$ cat config.mk
export PLATFORM = sky130hd
export DESIGN_NAME = wb_sevenseg_scroller_flat
export DESIGN_NICKNAME = d
export VERILOG_FILES = /design/src/rtl/wb_sevenseg_scroller_pkg.sv /design/src/rtl/wb_sevenseg_scroller_if.sv /design/src/rtl/wb_sevenseg_scroller_msgbuf.sv /design/src/rtl/wb_sevenseg_scroller.sv /design/src/flat_wrapper.sv
export SDC_FILE = /design/constraint.sdc
export NUM_CORES = 1
export LEC_CHECK = 0
export CAP_MARGIN = 25
export CORE_AREA = 2 2 131 165
export DETAILED_ROUTE_END_ITERATION = 7
export DIE_AREA = 0 0 133 167
export PLACE_DENSITY_LB_ADDON = 0.08
export SLEW_MARGIN = 20
export SYNTH_ARGS = -nofsm -noshare
export SYNTH_HDL_FRONTEND = slang
export SYNTH_HIERARCHICAL = 1
export SYNTH_SLANG_ARGS = --single-unit
$ cat constraint.sdc
create_clock -name i_wb_clk -period 5.35 [get_ports i_wb_clk]
set_input_delay 1.07 -clock i_wb_clk [delete_from_list [all_inputs] [get_ports i_wb_clk]]
set_output_delay 1.07 -clock i_wb_clk [all_outputs]
set_load 0.01 [all_outputs]
$ cat src/rtl/wb_sevenseg_scroller_pkg.sv
// Shared constants for the seven-segment scroll sequencer: FSM encodings,
// slave register offsets and CTRL/STATUS bit positions.
package wb_sevenseg_pkg;

   localparam logic [1:0] ST_IDLE  = 2'd0;
   localparam logic [1:0] ST_LOAD  = 2'd1;
   localparam logic [1:0] ST_WRITE = 2'd2;
   localparam logic [1:0] ST_WAIT  = 2'd3;

   localparam logic [1:0] REG_CTRL   = 2'd0;
   localparam logic [1:0] REG_DIV    = 2'd1;
   localparam logic [1:0] REG_PUSH   = 2'd2;
   localparam logic [1:0] REG_STATUS = 2'd3;

   localparam int unsigned CTRL_EN     = 0;
   localparam int unsigned CTRL_CLR    = 1;
   localparam int unsigned CTRL_OVFCLR = 2;

   localparam int unsigned STAT_BUSY = 9;
   localparam int unsigned STAT_FULL = 10;
   localparam int unsigned STAT_OVF  = 11;

   // A period of 0 behaves as 1, so both reload the timer with 0.
   function automatic logic [31:0] timer_reload(input logic [31:0] div);
      return (div == '0) ? '0 : div - 32'd1;
   endfunction

endpackage

$ cat src/rtl/wb_sevenseg_scroller_if.sv
// Classic Wishbone bus bundle; AW sizes the address for slave or master use.
interface wb_sevenseg_scroller_if #(
   parameter int unsigned AW = 32
) ();
   logic [AW-1:0] adr;
   logic [31:0]   dat;
   logic [3:0]    sel;
   logic          we;
   logic          cyc;
   logic          stb;
   logic [31:0]   rdt;
   logic          ack;

   modport master (output adr, dat, sel, we, cyc, stb, input ack);
   modport slave  (input adr, dat, sel, we, cyc, stb, output rdt, ack);
endinterface

$ cat src/rtl/wb_sevenseg_scroller_msgbuf.sv
// Circular nibble buffer: push at the tail, clear, full/sticky overflow and
// one combinational read port addressed by absolute index.
module sevenseg_msgbuf #(
   parameter  int unsigned DEPTH = 16,
   localparam int unsigned IW    = $clog2(DEPTH),
   localparam int unsigned CW    = IW + 1
) (
   input  logic          clk,
   input  logic          rst_n,
   input  logic          push,
   input  logic [3:0]    push_data,
   input  logic          clr,
   input  logic          ovf_clr,
   input  logic [IW-1:0] rd_idx,
   output logic [3:0]    rd_data,
   output logic [IW-1:0] head,
   output logic [CW-1:0] count,
   output logic          full,
   output logic          ovf
);

   logic [3:0]    mem [DEPTH];
   logic [IW-1:0] tail;

   assign tail    = head + count[IW-1:0];
   assign full    = (count == CW'(DEPTH));
   assign rd_data = mem[rd_idx];

   always_ff @(posedge clk or negedge rst_n) begin
      if (!rst_n) begin
         head  <= '0;
         count <= '0;
         ovf   <= 1'b0;
      end else if (clr) begin
         head  <= '0;
         count <= '0;
         ovf   <= 1'b0;
      end else begin
         if (ovf_clr)
            ovf <= 1'b0;
         if (push) begin
            if (full)
               ovf <= 1'b1;
            else
               count <= count + CW'(1);
         end
      end
   end

   always_ff @(posedge clk) begin
      if (push && !full && !clr)
         mem[tail] <= push_data;
   end

endmodule

$ cat src/rtl/wb_sevenseg_scroller.sv
// Wishbone scroll sequencer: CPU-facing register slave plus a master that
// periodically rewrites the display with an 8-digit window of the message.
module wb_sevenseg_scroller
   import wb_sevenseg_pkg::*;
#(
   parameter int unsigned DEPTH    = 16,
   parameter logic [31:0] SEG_ADDR = 32'h0,
   parameter logic [3:0]  PAD      = 4'h0
) (
   input  logic i_wb_clk,
   input  logic i_wb_rst_n,
   wb_sevenseg_scroller_if.slave  wbs,
   wb_sevenseg_scroller_if.master wbm
);

   localparam int unsigned IW = $clog2(DEPTH);
   localparam int unsigned CW = IW + 1;

   logic [1:0]    state;
   logic          en;
   logic [31:0]   div;
   logic [31:0]   timer;
   logic [2:0]    k;
   logic [IW-1:0] start;
   logic [31:0]   word;
   logic          m_cyc;
   logic          ack_q;
   logic [31:0]   rdt_q;

   logic          acc, wr_fire, clr_p, ovfclr_p, push_p;
   logic [1:0]    reg_sel;
   logic [IW-1:0] head, rd_idx, rel;
   logic [CW-1:0] count, sum_w;
   logic          full, ovf, long_msg, use_pad;
   logic [3:0]    rd_data, digit;
   logic [31:0]   status, rd_val;

   assign acc      = wbs.cyc & wbs.stb & ~ack_q;
   assign wr_fire  = acc & wbs.we;
   assign reg_sel  = wbs.adr[3:2];
   assign clr_p    = wr_fire && (reg_sel == REG_CTRL) && wbs.dat[CTRL_CLR];
   assign ovfclr_p = wr_fire && (reg_sel == REG_CTRL) && wbs.dat[CTRL_OVFCLR];
   assign push_p   = wr_fire && (reg_sel == REG_PUSH);

   sevenseg_msgbuf #(.DEPTH(DEPTH)) u_buf (
      .clk       (i_wb_clk),
      .rst_n     (i_wb_rst_n),
      .push      (push_p),
      .push_data (wbs.dat[3:0]),
      .clr       (clr_p),
      .ovf_clr   (ovfclr_p),
      .rd_idx    (rd_idx),
      .rd_data   (rd_data),
      .head      (head),
      .count     (count),
      .full      (full),
      .ovf       (ovf)
   );

   // (START+k) mod COUNT without a divider: START<COUNT and k<8<=COUNT, so one
   // conditional subtract suffices; working mod DEPTH keeps COUNT=DEPTH exact.
   always_comb begin
      long_msg = (count >= CW'(8));
      sum_w    = CW'(start) + CW'(k);
      if (long_msg)
         rel = start + IW'(k) - ((sum_w >= count) ? count[IW-1:0] : '0);
      else
         rel = IW'(k);
      use_pad = !long_msg && (CW'(k) >= count);
      rd_idx  = head + rel;
      digit   = use_pad ? PAD : rd_data;
   end

   always_comb begin
      status                = '0;
      status[CW-1:0]        = count;
      status[STAT_BUSY]     = (state != ST_IDLE);
      status[STAT_FULL]     = full;
      status[STAT_OVF]      = ovf;
      rd_val = '0;
      case (reg_sel)
         REG_CTRL: rd_val[CTRL_EN] = en;
         REG_DIV:  rd_val = div;
         REG_PUSH: rd_val = '0;
         default:  rd_val = status;
      endcase
   end

   always_ff @(posedge i_wb_clk or negedge i_wb_rst_n) begin
      if (!i_wb_rst_n) begin
         state <= ST_IDLE;
         en    <= 1'b0;
         div   <= '0;
         timer <= '0;
         k     <= '0;
         start <= '0;
         word  <= '0;
         m_cyc <= 1'b0;
         ack_q <= 1'b0;
         rdt_q <= '0;
      end else begin
         ack_q <= acc;
         if (acc && !wbs.we)
            rdt_q <= rd_val;
         if (wr_fire && reg_sel == REG_CTRL)
            en <= wbs.dat[CTRL_EN];
         if (wr_fire && reg_sel == REG_DIV)
            div <= wbs.dat;

         case (state)
            ST_IDLE: begin
               k <= '0;
               if (en && count != '0) begin
                  state <= ST_LOAD;
                  if (CW'(start) >= count)
                     start <= '0;
               end
            end
            ST_LOAD: begin
               if (!en || clr_p || count == '0) begin
                  state <= ST_IDLE;
               end else begin
                  word <= {word[27:0], digit};
                  k    <= k + 3'd1;
                  if (k == 3'd7) begin
                     state <= ST_WRITE;
                     m_cyc <= 1'b1;
                  end
               end
            end
            ST_WRITE: begin
               if (wbm.ack) begin
                  m_cyc <= 1'b0;
                  if (long_msg)
                     start <= (CW'(start) + CW'(1) == count) ? '0 : start + IW'(1);
                  timer <= timer_reload(div);
                  state <= ST_WAIT;
               end
            end
            default: begin
               if (!en || clr_p || count == '0) begin
                  state <= ST_IDLE;
               end else if (timer == '0) begin
                  state <= ST_LOAD;
                  k     <= '0;
                  if (CW'(start) >= count)
                     start <= '0;
               end else begin
                  timer <= timer - 32'd1;
               end
            end
         endcase

         if (clr_p)
            start <= '0;
      end
   end

   assign wbs.ack = ack_q;
   assign wbs.rdt = rdt_q;
   assign wbm.adr = SEG_ADDR;
   assign wbm.dat = word;
   assign wbm.sel = 4'hF;
   assign wbm.we  = m_cyc;
   assign wbm.cyc = m_cyc;
   assign wbm.stb = m_cyc;

endmodule

$ cat src/flat_wrapper.sv
// flat-port wrapper written by rule: the top's interface ports become plain ports
module wb_sevenseg_scroller_flat import wb_sevenseg_pkg::*;
#(
   parameter int unsigned DEPTH    = 16,
   parameter logic [31:0] SEG_ADDR = 32'h0,
   parameter logic [3:0]  PAD      = 4'h0
)
  (i_wb_clk, i_wb_rst_n, wbs_adr, wbs_dat, wbs_sel, wbs_we, wbs_cyc, wbs_stb, wbs_rdt, wbs_ack, wbm_adr, wbm_dat, wbm_sel, wbm_we, wbm_cyc, wbm_stb, wbm_ack);
  wb_sevenseg_scroller_if #(.AW(4)) wbs_i ();
  wb_sevenseg_scroller_if #(.AW(32)) wbm_i ();
  input  logic i_wb_clk;
  input  logic i_wb_rst_n;
  input wire logic [$bits(wbs_i.adr)-1:0] wbs_adr;
  input wire logic [$bits(wbs_i.dat)-1:0] wbs_dat;
  input wire logic [$bits(wbs_i.sel)-1:0] wbs_sel;
  input wire logic [$bits(wbs_i.we)-1:0] wbs_we;
  input wire logic [$bits(wbs_i.cyc)-1:0] wbs_cyc;
  input wire logic [$bits(wbs_i.stb)-1:0] wbs_stb;
  output wire logic [$bits(wbs_i.rdt)-1:0] wbs_rdt;
  output wire logic [$bits(wbs_i.ack)-1:0] wbs_ack;
  output wire logic [$bits(wbm_i.adr)-1:0] wbm_adr;
  output wire logic [$bits(wbm_i.dat)-1:0] wbm_dat;
  output wire logic [$bits(wbm_i.sel)-1:0] wbm_sel;
  output wire logic [$bits(wbm_i.we)-1:0] wbm_we;
  output wire logic [$bits(wbm_i.cyc)-1:0] wbm_cyc;
  output wire logic [$bits(wbm_i.stb)-1:0] wbm_stb;
  input wire logic [$bits(wbm_i.ack)-1:0] wbm_ack;
  assign wbs_i.adr = wbs_adr;
  assign wbs_i.dat = wbs_dat;
  assign wbs_i.sel = wbs_sel;
  assign wbs_i.we = wbs_we;
  assign wbs_i.cyc = wbs_cyc;
  assign wbs_i.stb = wbs_stb;
  assign wbs_rdt = wbs_i.rdt;
  assign wbs_ack = wbs_i.ack;
  assign wbm_adr = wbm_i.adr;
  assign wbm_dat = wbm_i.dat;
  assign wbm_sel = wbm_i.sel;
  assign wbm_we = wbm_i.we;
  assign wbm_cyc = wbm_i.cyc;
  assign wbm_stb = wbm_i.stb;
  assign wbm_i.ack = wbm_ack;
  wb_sevenseg_scroller #(.DEPTH(DEPTH), .SEG_ADDR(SEG_ADDR), .PAD(PAD)) u_core (.i_wb_clk(i_wb_clk), .i_wb_rst_n(i_wb_rst_n), .wbs(wbs_i), .wbm(wbm_i));
endmodule
==> results.toml, run 1 <==
[clock_network]
post_cts.repair.setup_buffers = 0
clock_latency_ns = 0.51
cts_root_buf = "clkbuf_16"
post_cts_resized = 0
cts-buffers-inserted = 22
clock_sink_count = 210
clkSlewWorstSetupHoldPaths_ns = 0.06
cts_tree = "done"
clock_path_buffers = 3
cts_max_level = 1
hold_buffers = 0

[floorplanning]
core_area_um2 = 20600
rows = 59
die_y_um = 167
die_w_um = 133
ios = 150
initial_core_util = 0.555
design.die.area_um2 = 22200

[global_routing]
overflow = 0
antenna_found_initial = 0
grt_pass1_wl_mm = 43.6
grt_start_max_net_pins = 65
grt.total_usage = 0.244
grt_pass1_vias = 8251

[setup_path]
crit_required_ns = 5.74
path_max_fanout = 16
worstPathArrival_ns = 5.48
critPathLaunchType = "flop"
crit_path_end_kind = "flop"
crit_type = "reg2reg"

[sta]
timing.fmax_ghz = 0.196
finalCritPeriodShare = 0.952
slew_headroom = 0.412
rsz0062_at_grt = "no"
skew_ns = 0.0168
finalCriticalPeriod_ns = 5.10
setup_tns_ns = 0
final-max-slew-violation-count = 0
tightest_slew_ns = 0.878
hold_viol_final = 0
hold_ws_ns = 0.479
setup_viol = 0

[cells_and_area]
nFillCells = 1650
drive_gt1_frac = 0.123
diodes = 0
finalNetCount = 1226
layout_common_cells = "dfrtp_1, nand2_1, clkdlybuf4s50_1"
finish.utilization = 0.646
area_growth_syn_to_layout_pct = 16.5
final_common_cell = "dfrtp_1"

[synth]
syn-mean-instance-area_um2 = 11.0
yosysWarningCount = 6
seq_area_frac_synth = 0.488
synthFlopType = "dfrtp_1"
syn-cell-area_um2 = 11400
async_flop_share = 0.695
yosysUniqueCellTypes = 76
synthCells = 1042
ys_ff_latch = 210
synth_edf_count = 64

[routing]
post_drt_wl_per_cell_um = 18.7
via_per_inst = 5.79
drtPass1Iterations = 5
ant_nets = 0
drt-initial-drc-count = 431
drcViolationCount = 0
vias = 8267
drt-total-wl_mm = 26.7

[power]
p_leak_uw = 0.00530
power_per_cell_area_nw_per_um2 = 391
vdd_ir_drop_max_v = 0.000298

[job]
cap_violations = 0

[status]
run_status = "finished clean"

[placed_design]
hpwl_mm = 19.0
io_buffer_count = 107
gp_congestion = 0.855

[hold_path]
min_path_type = "reg2reg"
-- sequential cells by signal (all words and copies together) (netlist names) --
register            flops
u_core/div             32
u_core/en               1
u_core/k                3
u_core/start            4
u_core/state            2
u_core/timer           32
u_core/u_buf/count      5
u_core/u_buf/mem       64
u_core/u_buf/ovf        1
u_core/wbm.cyc          1
u_core/wbm.dat         32
u_core/wbs.ack          1
u_core/wbs.rdt         32
-- synth_stat cells (all sizes together) (8+ instances only) --
| library cell | instances | share of area |
|---|---|---|
| dfrtp | 146 | 0.32 |
| nand2 | 107 | 0.035 |
| o21ai | 66 | 0.029 |
| buf | 65 | 0.041 |
| edfxtp | 64 | 0.17 |
| mux2 | 63 | 0.062 |
| nor2 | 52 | 0.017 |
| inv | 37 | 0.012 |
| ha | 35 | 0.038 |
| nor3 | 33 | 0.014 |
| clkbuf | 31 | 0.010 |
| a21oi | 28 | 0.013 |
| nand3 | 28 | 0.012 |
| xnor2 | 22 | 0.017 |
| nor4 | 19 | 0.011 |
| xor2 | 19 | 0.015 |
| or4 | 18 | 0.012 |
| mux4 | 16 | 0.036 |
| a22oi | 13 | 0.0085 |
| a32oi | 13 | 0.010 |
| nand4 | 13 | 0.0071 |
| or3 | 13 | 0.0071 |
| and2 | 12 | 0.0066 |
| nand2b | 9 | 0.0049 |
| a31oi | 8 | 0.0044 |
-- metrics by stage --
| stage | instance area (um2) | setup WS (ns) | std cells | power (uW) |
|---|---|---|---|---|
| after floorplan | 11600 | 0.453 | 1079 | 3160 |
| after global placement | 12600 | 0.305 | 1390 | 3680 |
| after detailed placement | 12600 | 0.216 | 1390 | 3730 |
| after CTS | 13300 | 0.190 | 1428 | 5230 |
| after global routing | 13300 | 0.0162 | 1428 | 5510 |
| final | 13300 | 0.254 | 1428 | 5210 |
-- final timing paths --
check	startpoint	to	slack (ns)	cells after the start
max reg2reg	u_core/k[0]	u_core/wbm.dat[2]	0.25	19
max	u_core/k[0]	u_core/wbm.dat[2]	0.25	19
min reg2reg	u_core/wbs.rdt[21]	u_core/wbs.rdt[21]	0.48	2
max in group asynchronous	i_wb_rst_n	u_core/state[1]	3.79	2
min in group asynchronous	i_wb_rst_n	u_core/wbs.ack	0.52	1
min	u_core/wbs.rdt[21]	u_core/wbs.rdt[21]	0.48	2
-- layout make-up --
cell class	count	area, um2	share of cell area
clock buffers	27	599	0.0450
clock inverters	11	106	0.00799
inverters	37	139	0.0104
multi-input cells	736	5280	0.397
flip-flops and latches	210	5580	0.419
well taps	274	343	0.0257
repair buffers	133	1270	0.0952
-- power by group --
group / switching, uW / internal, uW / total [uW]
logic: 902 / 784 / 1690
clock network: 644 / 850 / 1490
registers: 202 / 1820 / 2030
total: 1750 / 3460 / 5210
-- layer usage --
layer / GRT usage / share of wire
met5: 0 / 0
met4: 0.110 / 0.042
met3: 0.0301 / 0.035
met2: 0.449 / 0.54
met1: 0.284 / 0.38
-- worst max-delay path: stages, from the launching register on --
cell and delay, ns:
dfrtp_1 0.38, ha_1 0.23, fa_1 0.41, xor2_1 0.18, ha_1 0.30, a21o_1 0.18, a31oi_1 0.13, o21ai_0 0.15
and2_1 0.20, fa_1 0.48, inv_1 0.07, fa_1 0.47, nand2_1 0.06, o21ai_0 0.14, fa_1 0.47, buf_4 0.21
mux4_2 0.30, a22oi_1 0.28, nand3_1 0.12, a22o_1 0.20
-- cells by family (layout without fill, tap and decap cells) --
family / after synthesis / count (layout) / share of synthesized area
AO/OA/AOI/OAI: 191 / 191 / 0.112
AND/OR/NAND/NOR: 338 / 338 / 0.153
buffers and inverters: 133 / 208 / 0.0635
adder cells (fa/ha/maj): 40 / 40 / 0.0471
XOR/XNOR: 41 / 41 / 0.0314
other: 3 / 40 / 0.000985
flip-flops: 210 / 210 / 0.488
multiplexers: 86 / 86 / 0.104
(Power assumes the default switching activity.)
==> inputs of run 2 (changes only) <==
ABC_AREA = 1   (was unset)
CORE_AREA = 2 2 168 211   (was 2 2 131 165)
DIE_AREA = 0 0 170 213   (was 0 0 133 167)
==> results.toml, run 2 <==
[status]
run_status = "finished clean"

[synth]
synth_top_area_frac = 0.294
ys_top_cells_by_area = "dfrtp_1, edfxtp_1, nand2_1"
synth_top_family_by_area = "simple AND/OR/NAND/NOR gates"
synth.top_cells.by_count = "nand2_1, inv_1, nor2_1"
syn-cell-area_um2 = 12400
yosys.area_share.simple = 0.302
async_flop_share = 0.695
yosysWarningCount = 6
synthFlopType = "dfrtp_1"
ys_ff_latch = 210
post-synth-top-count-cell = "nand2_1"
synth_xor_area_frac = 0.0141
syn-mean-instance-area_um2 = 7.69
muxShareOfSynthArea = 0.000905
seq_area_frac_synth = 0.448
yosysUniqueCellTypes = 44
synth_top_area_cell = "dfrtp_1"
synthCells = 1618
synth_compound_area_frac = 0.0819
synth_edf_count = 64
synthAdderAreaFrac = 0.0432

[cells_and_area]
layout_common_cells = "nand2_1, inv_1, nor2_1"
diodes = 0
largest_reg_flops = 64
top_register = "u_core/u_buf/mem"
area_growth_syn_to_layout_pct = 17.2
drive_gt1_frac = 0.0752
finish.utilization = 0.426
final_common_cell = "nand2_1"
instances_no_fill = 2157
finalNetCount = 1795

[floorplanning]
design.die.area_um2 = 36200
rows = 76
die_w_um = 170
initial_core_util = 0.364
die_y_um = 213
core_area_um2 = 34200
ios = 150

[global_routing]
grt_start_max_net_pins = 76
grt_pass1_vias = 10400
overflow = 0
antenna_found_initial = 0
grt_pass1_wl_mm = 55.2
grt.total_usage = 0.196

[routing]
drt-initial-drc-count = 645
via_per_inst = 4.85
vias = 10500
ant_nets = 0
drtPass1Iterations = 6
post_drt_wl_per_cell_um = 16.2
drt-total-wl_mm = 34.9
drcViolationCount = 0

[sta]
setup_tns_ns = 0
rsz0062_at_grt = "no"
tightest_slew_ns = 0.857
timing.final.ws_setup_ns = 0.463
timing.fmax_ghz = 0.205
skew_ns = 0.0267
hold_viol_final = 0
final-max-slew-violation-count = 0
slew_headroom = 0.429
finalCriticalPeriod_ns = 4.89
setup_viol = 0
finalCritPeriodShare = 0.913

[placed_design]
gp_congestion = 0.911
io_buffer_count = 107
dpl.cell_count = 2110
hpwl_mm = 25.5
dp_worst_setup_slack_ns = 0.270

[clock_network]
clock_latency_ns = 0.56
cts_root_buf = "clkbuf_16"
post_cts_resized = 0
cts_tree = "done"
clock_sink_count = 210
post_cts.repair.setup_buffers = 0
hold_buffers = 0
cts-buffers-inserted = 25
clkSlewWorstSetupHoldPaths_ns = 0.06
cts_max_level = 1
clock_path_buffers = 3

[setup_path]
crit_path_end_kind = "flop"
path_max_fanout = 16
critPathLaunchType = "flop"
crit_required_ns = 5.75
regToRegSetupSlack_ns = 0.46
crit_type = "reg2reg"
worstPathArrival_ns = 5.28

[hold_path]
min_path_type = "reg2reg"

[power]
power_uw = 7870
p_leak_uw = 0.00682
vdd_ir_drop_max_v = 0.000216
power_per_cell_area_nw_per_um2 = 539

[job]
cap_violations = 0
==> run 2: cell count changes in the layout (fill, tap and decap cells not counted), sizes merged, moves of 20 or more <==
| cell | previous run | this run |
|---|---|---|
| nand2 | 107 | 520 |
| inv | 38 | 202 |
| nor2 | 52 | 182 |
| nand3 | 28 | 120 |
| mux2 | 63 | 1 |
| o21ai | 66 | 112 |
| nor3 | 33 | 4 |
| o31ai | 2 | 28 |
| nand4 | 13 | 38 |
| xnor2 | 22 | 2 |
==> run 2: area by class of cell <==
type | count | area (um2)
fillers | 3522 | 19600
inverters | 202 | 766
repair buffers | 119 | 1160
clock buffers | 31 | 688
multi-input cells | 1150 | 5660
well taps | 429 | 537
clock inverters | 15 | 193
repair inverters | 1 | 5.00
flip-flops and latches | 210 | 5580
==> run 2: stage by stage <==
| stage | instance area, um2 | hold WS, ns |
|---|---|---|
| 2_1_floorplan | 12600 | 0.485 |
| 3_3_place_gp | 13700 | 0.455 |
| 3_5_place_dp | 13700 | 0.458 |
| 4_1_cts | 14600 | 0.472 |
| 5_1_grt | 14600 | 0.482 |
| 6_report | 14600 | 0.468 |
==> run 2: metal layers <==
| metal | wire length (um) | global-route usage | up-vias |
|---|---|---|---|
| li1 | - | - | 5275 |
| met1 | 13800 | 0.216 | 4932 |
| met2 | 18900 | 0.381 | 192 |
| met3 | 1020 | 0.0200 | 68 |
| met4 | 1250 | 0.0784 | 0 |
| met5 | 0 | 0 | - |
==> run 2: logic make-up after synthesis <==
family / Yosys count
adder cells (fa/ha/maj): 40
other: 3
buffers and inverters: 295
flip-flops: 210
multiplexers: 1
AO/OA/AOI/OAI: 176
XOR/XNOR: 20
AND/OR/NAND/NOR: 873
==> run 2: critical path, stage by stage (launching register included) <==
cell      delay, ns
dfrtp_1        0.44
ha_1           0.26
fa_1           0.40
xor2_1         0.18
ha_1           0.30
a21oi_1        0.15
nand3b_1       0.15
nand3_2        0.14
nand2_1        0.08
inv_1          0.05
fa_1           0.47
inv_1          0.07
fa_1           0.46
nand2_1        0.07
o21ai_0        0.17
fa_2           0.58
buf_4          0.23
nand3_1        0.11
nand3_1        0.09
nand3_1        0.12
nand2_1        0.09
inv_1          0.06
o31ai_1        0.07
==> run 2: power by group <==
group | switching, uW | total, uW | leakage [uW] | internal (uW)
clock network | 705 | 1810 | 0.000434 | 1110
registers | 373 | 2380 | 0.00244 | 2000
logic | 2340 | 3680 | 0.00395 | 1330
==> run 2: final timing paths <==
path / from / endpoint / cells after the start
max in group asynchronous: i_wb_rst_n / u_core/timer[20] / 2
worst min register to register: u_core/wbm.dat[28] / u_core/wbm.dat[28] / 2
worst max-delay path: u_core/k[0] / u_core/wbm.dat[1] / 22
worst min-delay path: u_core/wbm.dat[28] / u_core/wbm.dat[28] / 2
min in group asynchronous: i_wb_rst_n / u_core/wbs.ack / 1
worst max register to register: u_core/k[0] / u_core/wbm.dat[1] / 22
